==> src/rtl/playlist_controller.sv <==
// Playlist sequencer for the song reader: next/prev, repeat modes, timed gap between songs.
// state     | meaning
// S_IDLE    | paused/stopped, play low
// S_PLAYING | song reader running
// S_RESET   | one-cycle restart pulse to the song reader, then go to target
// S_GAP     | silent gap before an auto-advanced song starts
module playlist_controller #(
  parameter int NUM_SONGS  = 4,
  parameter int SONG_W     = 2,
  parameter int GAP_CYCLES = 48000,
  parameter int GAP_W      = 16
) (
  input  logic              clk,
  input  logic              reset,
  input  logic              play_button,
  input  logic              next_button,
  input  logic              prev_button,
  input  logic              mode_button,
  input  logic              song_done,
  output logic              play,
  output logic              reset_player,
  output logic [SONG_W-1:0] song,
  output logic [1:0]        repeat_mode
);

  typedef enum logic [1:0] {S_IDLE, S_PLAYING, S_RESET, S_GAP} state_t;

  localparam logic [SONG_W-1:0] LAST_SONG = SONG_W'(NUM_SONGS - 1);
  localparam logic [GAP_W-1:0]  GAP_LOAD  = (GAP_CYCLES == 0) ? '0 : GAP_W'(GAP_CYCLES - 1);

  state_t            state;
  state_t            target;
  logic [GAP_W-1:0]  gap_cnt;
  logic              done_q;
  logic              done_rise;
  logic [SONG_W-1:0] song_next;
  logic [SONG_W-1:0] song_prev;
  logic [1:0]        mode_next;

  assign done_rise = song_done & ~done_q;
  assign song_next = (song == LAST_SONG) ? '0 : song + SONG_W'(1);
  assign song_prev = (song == '0) ? LAST_SONG : song - SONG_W'(1);

  // a stray mode value of 3 behaves as OFF and wraps back to 0
  always_comb begin
    mode_next = 2'd0;
    case (repeat_mode)
      2'd0:    mode_next = 2'd1;
      2'd1:    mode_next = 2'd2;
      default: mode_next = 2'd0;
    endcase
  end

  always_ff @(posedge clk or negedge reset) begin
    if (!reset) begin
      state        <= S_IDLE;
      target       <= S_IDLE;
      song         <= '0;
      repeat_mode  <= 2'd0;
      gap_cnt      <= '0;
      done_q       <= 1'b0;
      play         <= 1'b0;
      reset_player <= 1'b0;
    end else begin
      done_q       <= song_done;
      reset_player <= 1'b0;
      if (mode_button) repeat_mode <= mode_next;
      case (state)
        S_RESET: begin
          case (target)
            S_IDLE: state <= S_IDLE;
            S_GAP: begin
              if (GAP_CYCLES == 0) begin
                state <= S_PLAYING;
                play  <= 1'b1;
              end else begin
                state   <= S_GAP;
                gap_cnt <= GAP_LOAD;
              end
            end
            default: begin
              state <= S_PLAYING;
              play  <= 1'b1;
            end
          endcase
        end
        default: begin
          if (next_button || prev_button) begin
            song         <= next_button ? song_next : song_prev;
            target       <= (state == S_IDLE) ? S_IDLE : S_PLAYING;
            state        <= S_RESET;
            play         <= 1'b0;
            reset_player <= 1'b1;
          end else if (play_button) begin
            if (state == S_IDLE) begin
              state <= S_PLAYING;
              play  <= 1'b1;
            end else begin
              // aborting a gap leaves the reader already rewound
              state <= S_IDLE;
              play  <= 1'b0;
            end
          end else if (state == S_PLAYING && done_rise) begin
            state        <= S_RESET;
            play         <= 1'b0;
            reset_player <= 1'b1;
            if (repeat_mode == 2'd2) begin
              target <= S_GAP;
            end else if (repeat_mode == 2'd1 || song != LAST_SONG) begin
              song   <= song_next;
              target <= S_GAP;
            end else begin
              song   <= '0;
              target <= S_IDLE;
            end
          end else if (state == S_GAP) begin
            if (gap_cnt == '0) begin
              state <= S_PLAYING;
              play  <= 1'b1;
            end else begin
              gap_cnt <= gap_cnt - GAP_W'(1);
            end
          end
        end
      endcase
    end
  end

endmodule

==> config.mk <==
export PLATFORM = sky130hd
export DESIGN_NAME = playlist_controller
export DESIGN_NICKNAME = d
export VERILOG_FILES = /design/src/rtl/playlist_controller.sv
export SDC_FILE = /design/constraint.sdc
export NUM_CORES = 1
export LEC_CHECK = 0
export ABC_AREA = 1
export CORE_MARGIN = 8
export CORE_UTILIZATION = 46
export CTS_CLUSTER_SIZE = 28
export DETAILED_ROUTE_END_ITERATION = 8
export PLACE_DENSITY = 0.65
export SYNTH_ARGS = -nofsm -noshare
export SYNTH_HDL_FRONTEND = slang
export SYNTH_SLANG_ARGS = --single-unit
==> constraint.sdc <==
create_clock -name clk -period 2.9 [get_ports clk]
set_clock_uncertainty 0.15 [all_clocks]
set_input_delay 0.725 -clock clk [delete_from_list [all_inputs] [get_ports clk]]
set_output_delay 0.725 -clock clk [all_outputs]
set_load 0.02 [all_outputs]
==> impl_metrics.env <==
export IMPL_outcome="finished clean"
export IMPL_wirelength_um=3530
export IMPL_number_of_antenna_violations_at_the_first_check_in_global_routing=0
export IMPL_p_seq_frac=0.344
export IMPL_finalHoldViolCount=0
export IMPL_maximum_clock_path_buffer_count=2
export IMPL_syn_num_nets=255
export IMPL_num_io_pins=13
export IMPL_post_layout_net_count=269
export IMPL_detailedPlacementHpwl_um=2550
export IMPL_timing_critical_path_arrival_ns=2.26
export IMPL_switching_part_of_the_total=0.486
export IMPL_final_min_clock_period_ns=2.21
export IMPL_power_density_nw_per_um2=1090
export IMPL_timing_hold_ws_ns=0.332
export IMPL_cap_violations=0
export IMPL_power_internal_mw=1.09
export IMPL_timing_setup_tns_ns=0
export IMPL_clkPwrFrac=0.103
export IMPL_path_max_fanout=22
export IMPL_postCtsSetupBuffers=0
export IMPL_yosys_register_bits=27
export IMPL_worst_setup_path_end_kind="flop"
export IMPL_total_power_mw=2.12
export IMPL_power_leakage_nw=0.958
export IMPL_mostFrequentLayoutCells="77 x nand2_1, 28 x nand3_1, 27 x dfrtp_1"
export IMPL_vdd_drop_max_mv=0.558
export IMPL_min_path_type="flop to flop"
export IMPL_clk_root_buffer_cell="clkbuf_8"
export IMPL_fp_dieW_um=77.8
export IMPL_antennaDiodeCount=0
export IMPL_critPathKind="input pin to flop"
export IMPL_routed_wire_length_per_instance_um=11.6
export IMPL_antenna_left=0
export IMPL_clk_pin_slew_ns=0.09
export IMPL_clock_tree_htree_level_count=1
export IMPL_grt_usage=0.127
export IMPL_cp_start_kind="input pin"
export IMPL_placement_rows=22
export IMPL_p_sw_mw=1.03
export IMPL_placedInstanceArea_um2=1900
export IMPL_die_y_um=77.8
export IMPL_core_um2=3660
export IMPL_period_share=0.762
export IMPL_cts_sink_count=27
export IMPL_utilization=0.532
export IMPL_achievable_frequency_mhz=453
export IMPL_stdcell_area_um2=1950
export IMPL_synth_warning_count=0
export IMPL_syn_inst=243
export IMPL_combinationalPowerShare=0.553
export IMPL_initial_core_util=0.479
export IMPL_setup_viol=0
export IMPL_clock_insertion_delay_at_the_later_pin_of_the_skew_report_ns=0.27
export IMPL_worst_pin_slew_ns=0.622
export IMPL_layout_cell_share_with_drive_strength_beyond_1=0.133
export IMPL_yosysSeqAreaShare=0.385
export IMPL_io_buffers=12
export IMPL_area_growth_pct=11.1
export IMPL_design_die_area_um2=6050
export IMPL_drtIter0Drc=61
export IMPL_cts_tree="built"
export IMPL_drt_pass1_iterations=4
export IMPL_slew_headroom=0.585
export IMPL_cts_buffers_inserted=3
export IMPL_layout_cells_most_common="nand2_1"
export IMPL_via_count_of_the_first_global_routing_pass=1464
export IMPL_synthDistinctLibCells=25
export IMPL_grt_first_pass_wirelength_um=6470
export IMPL_cts_resized=0
export IMPL_synth_avg_cell_area_um2=7.22
export IMPL_rsz0062_at_grt="no"
export IMPL_holdBufCountCts=0
export IMPL_syn_area_um2=1750
export IMPL_placer_congestion_estimate=0.829
export IMPL_drt_drc_violations_left=0
export IMPL_drv_slew=0
export IMPL_grt_remaining_overflow=0
export IMPL_grt_max_degree=28
export IMPL_via_per_inst=4.87
export IMPL_vias=1479
export IMPL_worst_ep_required_time_ns=2.95
[final timing paths]
| kind | from | end | slack (ns) | cells past startpoint |
|---|---|---|---|---|
| worst max-delay path | next_button | gap_cnt[4]$_DFFE_PN0P_ | 0.69 | 8 |
| worst min-delay path | play$_DFFE_PN0P_ | play$_DFFE_PN0P_ | 0.33 | 2 |
| min in group asynchronous | reset | gap_cnt[15]$_DFFE_PN0P_ | 0.67 | 2 |
| max in group asynchronous | reset | gap_cnt[3]$_DFFE_PN0P_ | 1.67 | 2 |
| worst min register to register | play$_DFFE_PN0P_ | play$_DFFE_PN0P_ | 0.33 | 2 |
| worst max register to register | gap_cnt[0]$_DFFE_PN0P_ | gap_cnt[14]$_DFFE_PN0P_ | 0.85 | 8 |
[kinds of logic (layout without fill, tap and decap cells)]
family	count (synthesis)	after routing	synth area share
AOI/OAI and AO/OA	27	27	0.105
xor gates and xnor gates	2	2	0.00999
adders and majority gates	5	5	0.0357
buffers and inverters	34	47	0.0863
DFF	27	27	0.385
and+or+nand+nor	148	148	0.378
[registers in the layout (all words and copies together) (netlist names)]
signal,count
gap_cnt,16
repeat_mode,2
song,2
state,2
target,2
done_q,1
play,1
reset_player,1
[cells in the mapped netlist, drive strengths merged]
library cell | n | share of area
a21oi | 2 | 0.0078
a22oi | 1 | 0.0043
buf | 4 | 0.022
clkinv | 1 | 0.0021
dfrtp | 27 | 0.39
ha | 5 | 0.036
inv | 29 | 0.062
nand2 | 82 | 0.18
nand3 | 28 | 0.080
nand3b | 4 | 0.017
nand4 | 1 | 0.0036
nor2 | 32 | 0.091
o211a | 1 | 0.0057
o21ai | 23 | 0.087
or2 | 1 | 0.0036
xnor2 | 1 | 0.0050
xor2 | 1 | 0.0050
[power groups by stage]
stage / logic (mW) / registers (mW) / clock network (mW)
after floorplan: 0.901 / 0.737 / 0
after global placement: 1.16 / 0.734 / 0
after detailed placement: 1.17 / 0.730 / 0
after CTS: 1.18 / 0.728 / 0.225
after global routing: 1.36 / 0.757 / 0.231
final: 1.17 / 0.729 / 0.217
[metal layers]
layer	share of wire	vias to the layer above	GRT usage
li1	-	795	-
met1	0.50	659	0.167
met2	0.45	23	0.203
met3	0.036	2	0.0288
met4	0.0077	0	0.0321
met5	0	-	0
[cell type report]
type,count,area (µm²)
Fill cell,346,1710
Inverter,30,113
Clock buffer,3,41.3
Sequential cell,27,676
Clock inverter,1,5.00
Multi-Input combinational cell,182,927
Tap cell,48,60.1
Timing Repair Buffer,13,128
[worst max-delay path, stage by stage]
cell and delay (ns):
clkdlybuf4s50_1 0.46, nor2_4 0.21, inv_2 0.06, nor2_2 0.13, nand2_1 0.08, nand2_2 0.38
nand2_1 0.13, o21ai_2 0.08
[per-stage QoR]
stage / setup slack (ns) / std cells
final: 0.690 / 304
after global routing: 0.476 / 304
after CTS: 0.682 / 304
after detailed placement: 0.389 / 300
after global placement: 0.435 / 300
after floorplan: 1.21 / 243
(Power assumes the default switching activity.)
